--- src/rtl/tick_run_control.sv ---
// rtl/tick_run_control.sv - stopwatch run control: button debounce, RUN/PAUSE/IDLE FSM, tick prescaler
module tick_run_control #(
  parameter int DIV             = 50_000_000,
  parameter int DEBOUNCE_CYCLES = 500_000
) (
  input  logic clk,
  input  logic rst_n,
  input  logic btn_start_stop,
  input  logic btn_clear,
  output logic tick,
  output logic running,
  output logic count_clear_n
);

  localparam int PW = $clog2(DIV);
  localparam int DW = $clog2(DEBOUNCE_CYCLES + 1);

  typedef enum logic [1:0] {IDLE, RUN, PAUSE} state_e;

  // Bit 0 = start/stop, bit 1 = clear throughout the input path.
  logic [1:0]    s1_q, s2_q;
  logic [1:0]    lvl_q, lvl_d;
  logic [1:0]    lvl_prev_q, lvl_prev_d;
  logic [1:0]    evt_q, evt_d;
  logic [DW-1:0] cnt_q [2];
  logic [DW-1:0] cnt_d [2];

  state_e        state_q, state_d;
  logic [PW-1:0] presc_q, presc_d;
  logic          tick_q, tick_d;
  logic          running_q, running_d;
  logic          clear_n_q, clear_n_d;

  logic ss_evt, clr_evt;
  assign ss_evt  = evt_q[0];
  assign clr_evt = evt_q[1];

  always_comb begin
    lvl_d      = lvl_q;
    lvl_prev_d = lvl_q;
    evt_d      = lvl_q & ~lvl_prev_q;
    for (int i = 0; i < 2; i++) begin
      cnt_d[i] = '0;
      if (s2_q[i] != lvl_q[i]) begin
        if (cnt_q[i] + DW'(1) == DW'(DEBOUNCE_CYCLES)) begin
          lvl_d[i] = s2_q[i];
        end else begin
          cnt_d[i] = cnt_q[i] + DW'(1);
        end
      end
    end
  end

  always_ff @(posedge clk or negedge rst_n) begin
    if (!rst_n) begin
      s1_q       <= '0;
      s2_q       <= '0;
      lvl_q      <= '0;
      lvl_prev_q <= '0;
      evt_q      <= '0;
      cnt_q[0]   <= '0;
      cnt_q[1]   <= '0;
    end else begin
      s1_q       <= {btn_clear, btn_start_stop};
      s2_q       <= s1_q;
      lvl_q      <= lvl_d;
      lvl_prev_q <= lvl_prev_d;
      evt_q      <= evt_d;
      cnt_q[0]   <= cnt_d[0];
      cnt_q[1]   <= cnt_d[1];
    end
  end

  always_ff @(posedge clk or negedge rst_n) begin
    if (!rst_n) begin
      state_q   <= IDLE;
      presc_q   <= '0;
      tick_q    <= 1'b0;
      running_q <= 1'b0;
      clear_n_q <= 1'b1;
    end else begin
      state_q   <= state_d;
      presc_q   <= presc_d;
      tick_q    <= tick_d;
      running_q <= running_d;
      clear_n_q <= clear_n_d;
    end
  end

  always_comb begin
    state_d = state_q;
    if (clr_evt) begin
      state_d = IDLE;
    end else if (ss_evt) begin
      case (state_q)
        IDLE:    state_d = RUN;
        RUN:     state_d = PAUSE;
        PAUSE:   state_d = RUN;
        default: state_d = IDLE;
      endcase
    end
  end

  // Only cycles spent in RUN with no transition advance the prescaler, so a
  // pause taken at DIV-1 keeps its tick for the resume instead of losing it.
  always_comb begin
    presc_d   = presc_q;
    tick_d    = 1'b0;
    running_d = (state_d == RUN);
    clear_n_d = ~clr_evt;
    if (state_d == IDLE) begin
      presc_d = '0;
    end else if (state_q == RUN && state_d == RUN) begin
      if (presc_q == PW'(DIV - 1)) begin
        presc_d = '0;
        tick_d  = 1'b1;
      end else begin
        presc_d = presc_q + PW'(1);
      end
    end
  end

  assign tick          = tick_q;
  assign running       = running_q;
  assign count_clear_n = clear_n_q;

endmodule
--- config.mk ---
export PLATFORM = sky130hd
export DESIGN_NAME = tick_run_control
export DESIGN_NICKNAME = d
export VERILOG_FILES = /design/src/rtl/tick_run_control.sv
export SDC_FILE = /design/constraint.sdc
export NUM_CORES = 1
export LEC_CHECK = 0
export CAP_MARGIN = 40
export CORE_MARGIN = 1
export CORE_UTILIZATION = 50
export DETAILED_ROUTE_END_ITERATION = 16
export PLACE_DENSITY = 0.67
export SLEW_MARGIN = 10
export SYNTH_ARGS = -nofsm -noshare
export SYNTH_HDL_FRONTEND = slang
export SYNTH_SLANG_ARGS = --single-unit
--- constraint.sdc ---
create_clock -name clk -period 4.5 [get_ports clk]
set_input_delay 0.9 -clock clk [delete_from_list [all_inputs] [get_ports clk]]
set_output_delay 0.9 -clock clk [all_outputs]
set_load 0.05 [all_outputs]
==> run summary, run 1 <==
status -> completed
R2R setup slack -> 1.96 ns
Pleak -> 0.00186 uW
internal power component -> 983 uW
final worst path period share -> 0.566
DRC -> 0
clock slew at reported path FFs -> 0.08 ns
FF-to-FF path depth -> 8
endpoints failing hold -> 0
routing usage on met2 -> 0.302
Root Buffer -> clkbuf_8
normalized max-slew margin -> 0.545
RSZ-0062 raised after global routing -> false
Initial Util -> 0.515
die footprint -> 0.00878 sq mm
EDFF count, synth -> 0
Chip Width -> 93.7 um
WL/cell -> 14.2 um
hold_sp -> s1_q[0]
antenna-violating nets left -> 0
crit path capture type -> output port
CP arrival -> 1.65 ns
Startpoint Class -> flip-flop
DRT Wirelength -> 7730 um
Filler cells -> 747
met3 usage -> 0.0364
largest net degree at the start of global routing -> 67
Worst-Margin Slew -> 0.677 ns
register area share after synthesis -> 0.470
vias post-DR -> 3023
switching share of power -> 0.233
area grow syn2layout -> 7.94%
Net Count, Synth -> 436
commonest non-fill, non-tap cell in the layout -> dfrtp_1
Hold Path End -> s2_q[0]
ranking of synthesized cells by area -> dfrtp_1 46%, xor2_1 6.2%, nor2_1 5.1%
asr flop ratio synth -> 1.00
Die H -> 93.7 um
fraction of layout cells with a size suffix above 1 -> 0.0982
sequential share of power -> 0.563
clock network fraction of total power -> 0.406
final-report setup violation count -> 0
Hold Path Depth -> 0
DP HPWL -> 5280 um
Port Buffers -> 6
GR Util met1 -> 0.282
Max Freq -> 0.392 GHz
CTS tree -> done
Sinks on Clock Net -> 79
peak supply drop -> 161 uV
Synth top area share -> 0.464
Crit Path Max Fanout -> 1
CTS Buf Count -> 9
crit path kind -> flip-flop to output port
Post-CTS Setup Repair Bufs -> 0
placer congestion estimate -> 0.800
# Max-Cap Violations -> 0
commonest non-fill, non-tap cells in the layout -> 78 x dfrtp_1, 57 x nor2_1, 33 x nand2_1
drt pass-1 iters -> 4
initial antenna violation count -> 0
Post-Syn Area -> 0.00421 sq mm
Vias/cell -> 5.57
Clock Latency Late Sink -> 0.34 ns
Post-CTS Resized -> 0
Largest stage delay, worst path -> 0.79 ns
delay-heaviest family, CP -> buffers and inverters
Yosys top cell by area -> dfrtp_1
WP buf/inv -> 1
CTS Buffer Depth -> 2
net count reported at finish -> 440
Placeable Area -> 0.00818 sq mm
Final min period -> 2.55 ns
critical path launch point -> count_clear_n
crit-path cells -> clkdlybuf4s50_1
total gr overflow -> 0
Synth Flop Type -> dfrtp_1
Worst R2R End -> cnt_q[18]
Final Max Tran Viols -> 0
I/O pin count -> 7
Syn Inst Count -> 429
first-pass GRT wire length -> 13800 um
Yosys reg bits -> 79
Tot Pwr -> 1280 uW
Slowest cell on crit path -> clkdlybuf4s50_1
Layout Skew -> 0.00871 ns
Core Rows -> 33
GRT busiest layer -> met2
# H-tree levels -> 3
hold buffer count at cts -> 0
Iter 0 DRT Violations -> 118
P_sw -> 298 uW
ANT cells -> 0
total track usage -> 0.199
synth warn -> 0
Power Density -> 282 mW/mm^2
Critical Path RT -> 3.60 ns
worst r2r src -> cnt_q[0]
HP Class -> flip-flop to flip-flop
vias in the first global route -> 2987
Unique masters post-synth -> 61
combinational power share -> 0.031
synthesized area per cell -> 9.81 sq um
setup tns final -> 0 ns
power by group through the flow:
stage	logic [uW]	registers, uW	clock network, uW
after floorplan	18.0	734	0
after global placement	35.7	735	0
after detailed placement	40.8	736	0
after CTS	41.0	722	536
after global routing	45.3	723	571
final	39.1	722	521
area by class of cell:
class / count / area, sq um / area share
clock buffer: 10 / 128 / 0.0281
clock inverter: 6 / 61.3 / 0.0135
inverter: 8 / 30.0 / 0.00661
multi-input combinational: 326 / 2100 / 0.463
sequential: 79 / 1980 / 0.436
tap: 105 / 131 / 0.0289
timing repair buffer: 9 / 108 / 0.0237
cells by family after synthesis:
logic type,synth area share
multiplexers,0.0125
buffers and inverters,0.0294
AO/OA/AOI/OAI,0.0830
AND/OR/NAND/NOR,0.283
adder cells (fa/ha/maj),0.00892
flip-flops,0.470
XOR/XNOR,0.112
layer usage:
| metal | vias up | wire, um |
|---|---|---|
| li1 | 1513 | - |
| met1 | 1472 | 4010 |
| met2 | 28 | 3440 |
| met3 | 10 | 156 |
| met4 | 0 | 112 |
| met5 | - | 0 |
synthesized netlist by cell type (4+ instances only):
cell / n
dfrtp_1: 78
and2_1: 7
clkbuf_1: 7
o21ai_0: 5
a21oi_1: 14
xnor2_1: 24
or3_1: 4
inv_1: 8
nor2_1: 57
and3_1: 10
nand2_1: 33
nand3b_1: 5
buf_4: 4
nand3_1: 21
and4_1: 9
nor3_1: 10
nor2b_1: 6
nand4_1: 18
xor2_1: 30
nor4_1: 7
nor2_2: 10
worst max path at each step:
stage | end | cells after the start
detailed placement | cnt_q[18] | 8
floorplan | cnt_q[13] | 8
global route | cnt_q[30] | 6
global placement | cnt_q[4] | 7
finish | count_clear_n | 1
CTS | count_clear_n | 1
sequential cells by signal, indices dropped and copies added, names as in the netlist:
signal,cells
presc_q,26
cnt_q,38
tick,1
running,1
s2_q,2
s1_q,2
count_clear_n,1
state_q,2
lvl_prev_d,2
evt_q,2
lvl_prev_q,2
stage by stage:
| stage | util | cell area [sq um] | hold WS, ns | instances | worst slack, ns |
|---|---|---|---|---|---|
| CTS | 0.555 | 4540 | 0.372 | 543 | 1.93 |
| floorplan | - | 4210 | 0.331 | 429 | 2.26 |
| global route | 0.555 | 4540 | 0.386 | 543 | 1.74 |
| detailed placement | 0.532 | 4350 | 0.351 | 527 | 1.96 |
| finish | 0.555 | 4540 | 0.364 | 543 | 1.95 |
| global placement | 0.527 | 4310 | 0.337 | 525 | 1.71 |
No activity file was read; power rests on OpenSTA's default activity.
==> run 2, diff against run 1 <==
==> constraint.sdc (replaced) <==
create_clock -name clk -period 2.5 [get_ports clk]
set_input_delay 0.5 -clock clk [delete_from_list [all_inputs] [get_ports clk]]
set_output_delay 0.5 -clock clk [all_outputs]
set_load 0.05 [all_outputs]
==> run 2 against run 1 <==
  * Via count grew 1.3%
  * First-iteration DRC count grew 37%
  * Worst setup slack lost 1.8 ns
  * Non-clock buffer count grew 7
  * Critical endpoint is now lvl_prev_d[1]
  * Cell count grew 1.3%
  * Sequential cell count is the same
  * Utilization grew 0.64 points
  * Clock skew grew 0.0016 ns
  * Count of clock-buffer cells in the layout shrank 1
  * Critical path depth grew 6
  * Worst hold slack lost 0.21 ns
==> run summary, run 2 (synthesized netlist as in run 1, its figures left out) <==
final-report setup violation count -> 0 (unchanged)
placer congestion estimate -> 0.880 (+10%)
setup tns final -> 0 ns (unchanged)
post-route insts no fill -> 550 (+1.3%)
peak supply drop -> 290 uV (+80%)
first-pass GRT wire length -> 13600 um (-1.6%)
antenna-violating nets left -> 0 (unchanged)
Sinks on Clock Net -> 79 (unchanged)
Placed Instances -> 534 (+1.3%)
RSZ-0062 raised after global routing -> false
Root Buffer -> clkbuf_8
Worst-Margin Slew -> 0.612 ns (-0.0644 ns)
Chip Width -> 93.7 um (unchanged)
area grow syn2layout -> 9.19%
hold buffer count at cts -> 0 (unchanged)
Pleak -> 0.00190 uW (+1.7%)
Critical Path RT -> 2.74 ns (-0.86 ns)
CP arrival -> 2.55 ns (+0.90 ns)
Final Max Tran Viols -> 0 (unchanged)
DRC -> 0 (unchanged)
total track usage -> 0.196 (-0.00290)
I/O pin count -> 7 (unchanged)
drt pass-1 iters -> 4 (unchanged)
Iter 0 DRT Violations -> 162 (+37%)
ANT cells -> 0 (unchanged)
Post-DP Area -> 0.00439 sq mm (+0.86%)
HP Class -> input port to asynchronous set/reset pin
crit path capture type -> flip-flop
# H-tree levels -> 3 (unchanged)
Die H -> 93.7 um (unchanged)
CTS tree -> done
Startpoint Class -> flip-flop
max reg flops -> 38 (unchanged)
DRT Wirelength -> 7710 um (-0.14%)
Biggest register -> cnt_q
Placeable Area -> 0.00818 sq mm (unchanged)
largest net degree at the start of global routing -> 80 (+19%)
Power Density -> 511 mW/mm^2 (+81%)
fraction of layout cells with a size suffix above 1 -> 0.115 (+0.0164)
final worst hold slack -> 0.154 ns (-0.210 ns)
Port Buffers -> 6 (unchanged)
Layout Skew -> 0.0103 ns (+0.00160 ns)
initial antenna violation count -> 0 (unchanged)
status -> completed
commonest non-fill, non-tap cells in the layout -> 78 x dfrtp_1, 57 x nor2_1, 33 x nand2_1
vias post-DR -> 3061 (+1.3%)
Post-CTS Resized -> 0 (unchanged)
DP HPWL -> 5320 um (+0.69%)
total gr overflow -> 0 (unchanged)
normalized max-slew margin -> 0.588 (+0.0433)
CTS Buf Count -> 9 (unchanged)
commonest non-fill, non-tap cell in the layout -> dfrtp_1
die footprint -> 0.00878 sq mm (unchanged)
clock slew at reported path FFs -> 0.09 ns (about the same)
Post-CTS Setup Repair Bufs -> 0 (unchanged)
vias in the first global route -> 2960 (-0.90%)
critical path launch point -> cnt_q[0]
# Max-Cap Violations -> 0 (unchanged)
Max Freq -> 0.432 GHz
Filler cells -> 747 (unchanged)
Core Rows -> 33 (unchanged)
final worst path period share -> 0.926
endpoints failing hold -> 0 (unchanged)
FF-to-FF path depth -> 7 (-1)
WL/cell -> 14.0 um (-1.4%)
largest registers -> cnt_q: 38 flops, presc_q: 26 flops
Final min period -> 2.31 ns
worst r2r src -> cnt_q[0]
Finished Cell Area -> 0.00459 sq mm (+1.2%)
Vias/cell -> 5.57 (about the same)
Worst R2R End -> lvl_prev_d[1]
net count reported at finish -> 447 (+1.6%)
Initial Util -> 0.515 (unchanged)
R2R setup slack -> 0.19 ns (-1.77 ns)
CTS Buffer Depth -> 2 (unchanged)
crit path kind -> flip-flop to flip-flop
Clock Latency Late Sink -> 0.35 ns (about the same)
Crit Path Max Fanout -> 5 (+4)
run 2: through the flow:
step	total power, uW	worst slack, ns	utilization
floorplan	1350	0.263	-
global placement	1390	0.260	0.537
detailed placement	1400	0.196	0.537
CTS	2380	0.162	0.562
global route	2450	0.00519	0.562
finish	2350	0.185	0.562
run 2: layout make-up:
class	instances	area (sq um)	share of cell area
Multi-Input combinational cell	326	2100	0.458
Sequential cell	79	1980	0.431
Timing Repair Buffer	16	145	0.0316
Tap cell	105	131	0.0286
Clock buffer	9	124	0.0270
Clock inverter	7	80.1	0.0174
Inverter	8	30.0	0.00654
run 2: worst max path at each step:
stage,end,cells after the start
floorplan,cnt_q[13],8
global placement,cnt_q[22],6
detailed placement,cnt_q[2],8
CTS,cnt_q[2],8
global route,lvl_prev_d[1],7
finish,lvl_prev_d[1],7
run 2: worst max-delay path: stages (launching register included):
cell and delay (ns):
dfrtp_1 0.42, ha_1 0.22, nand2_1 0.14, nor4_4 0.41, nand3_2 0.15, o21a_1 0.23
nor4_1 0.28, mux2_1 0.36
run 2: per-layer routing:
metal	vias up	part of all wire	GRT usage
met5	-	0	0
met2	22	0.47	0.313
met3	7	0.019	0.0267
li1	1530	-	-
met4	0	0.012	0.0769
met1	1502	0.50	0.269
run 2: power breakdown:
group          switching [uW]  total, uW  internal (uW)
Clock                     506        980            474
Sequential               11.6       1300           1290
Combinational            46.1       68.3           22.2
Total                     564       2350           1780
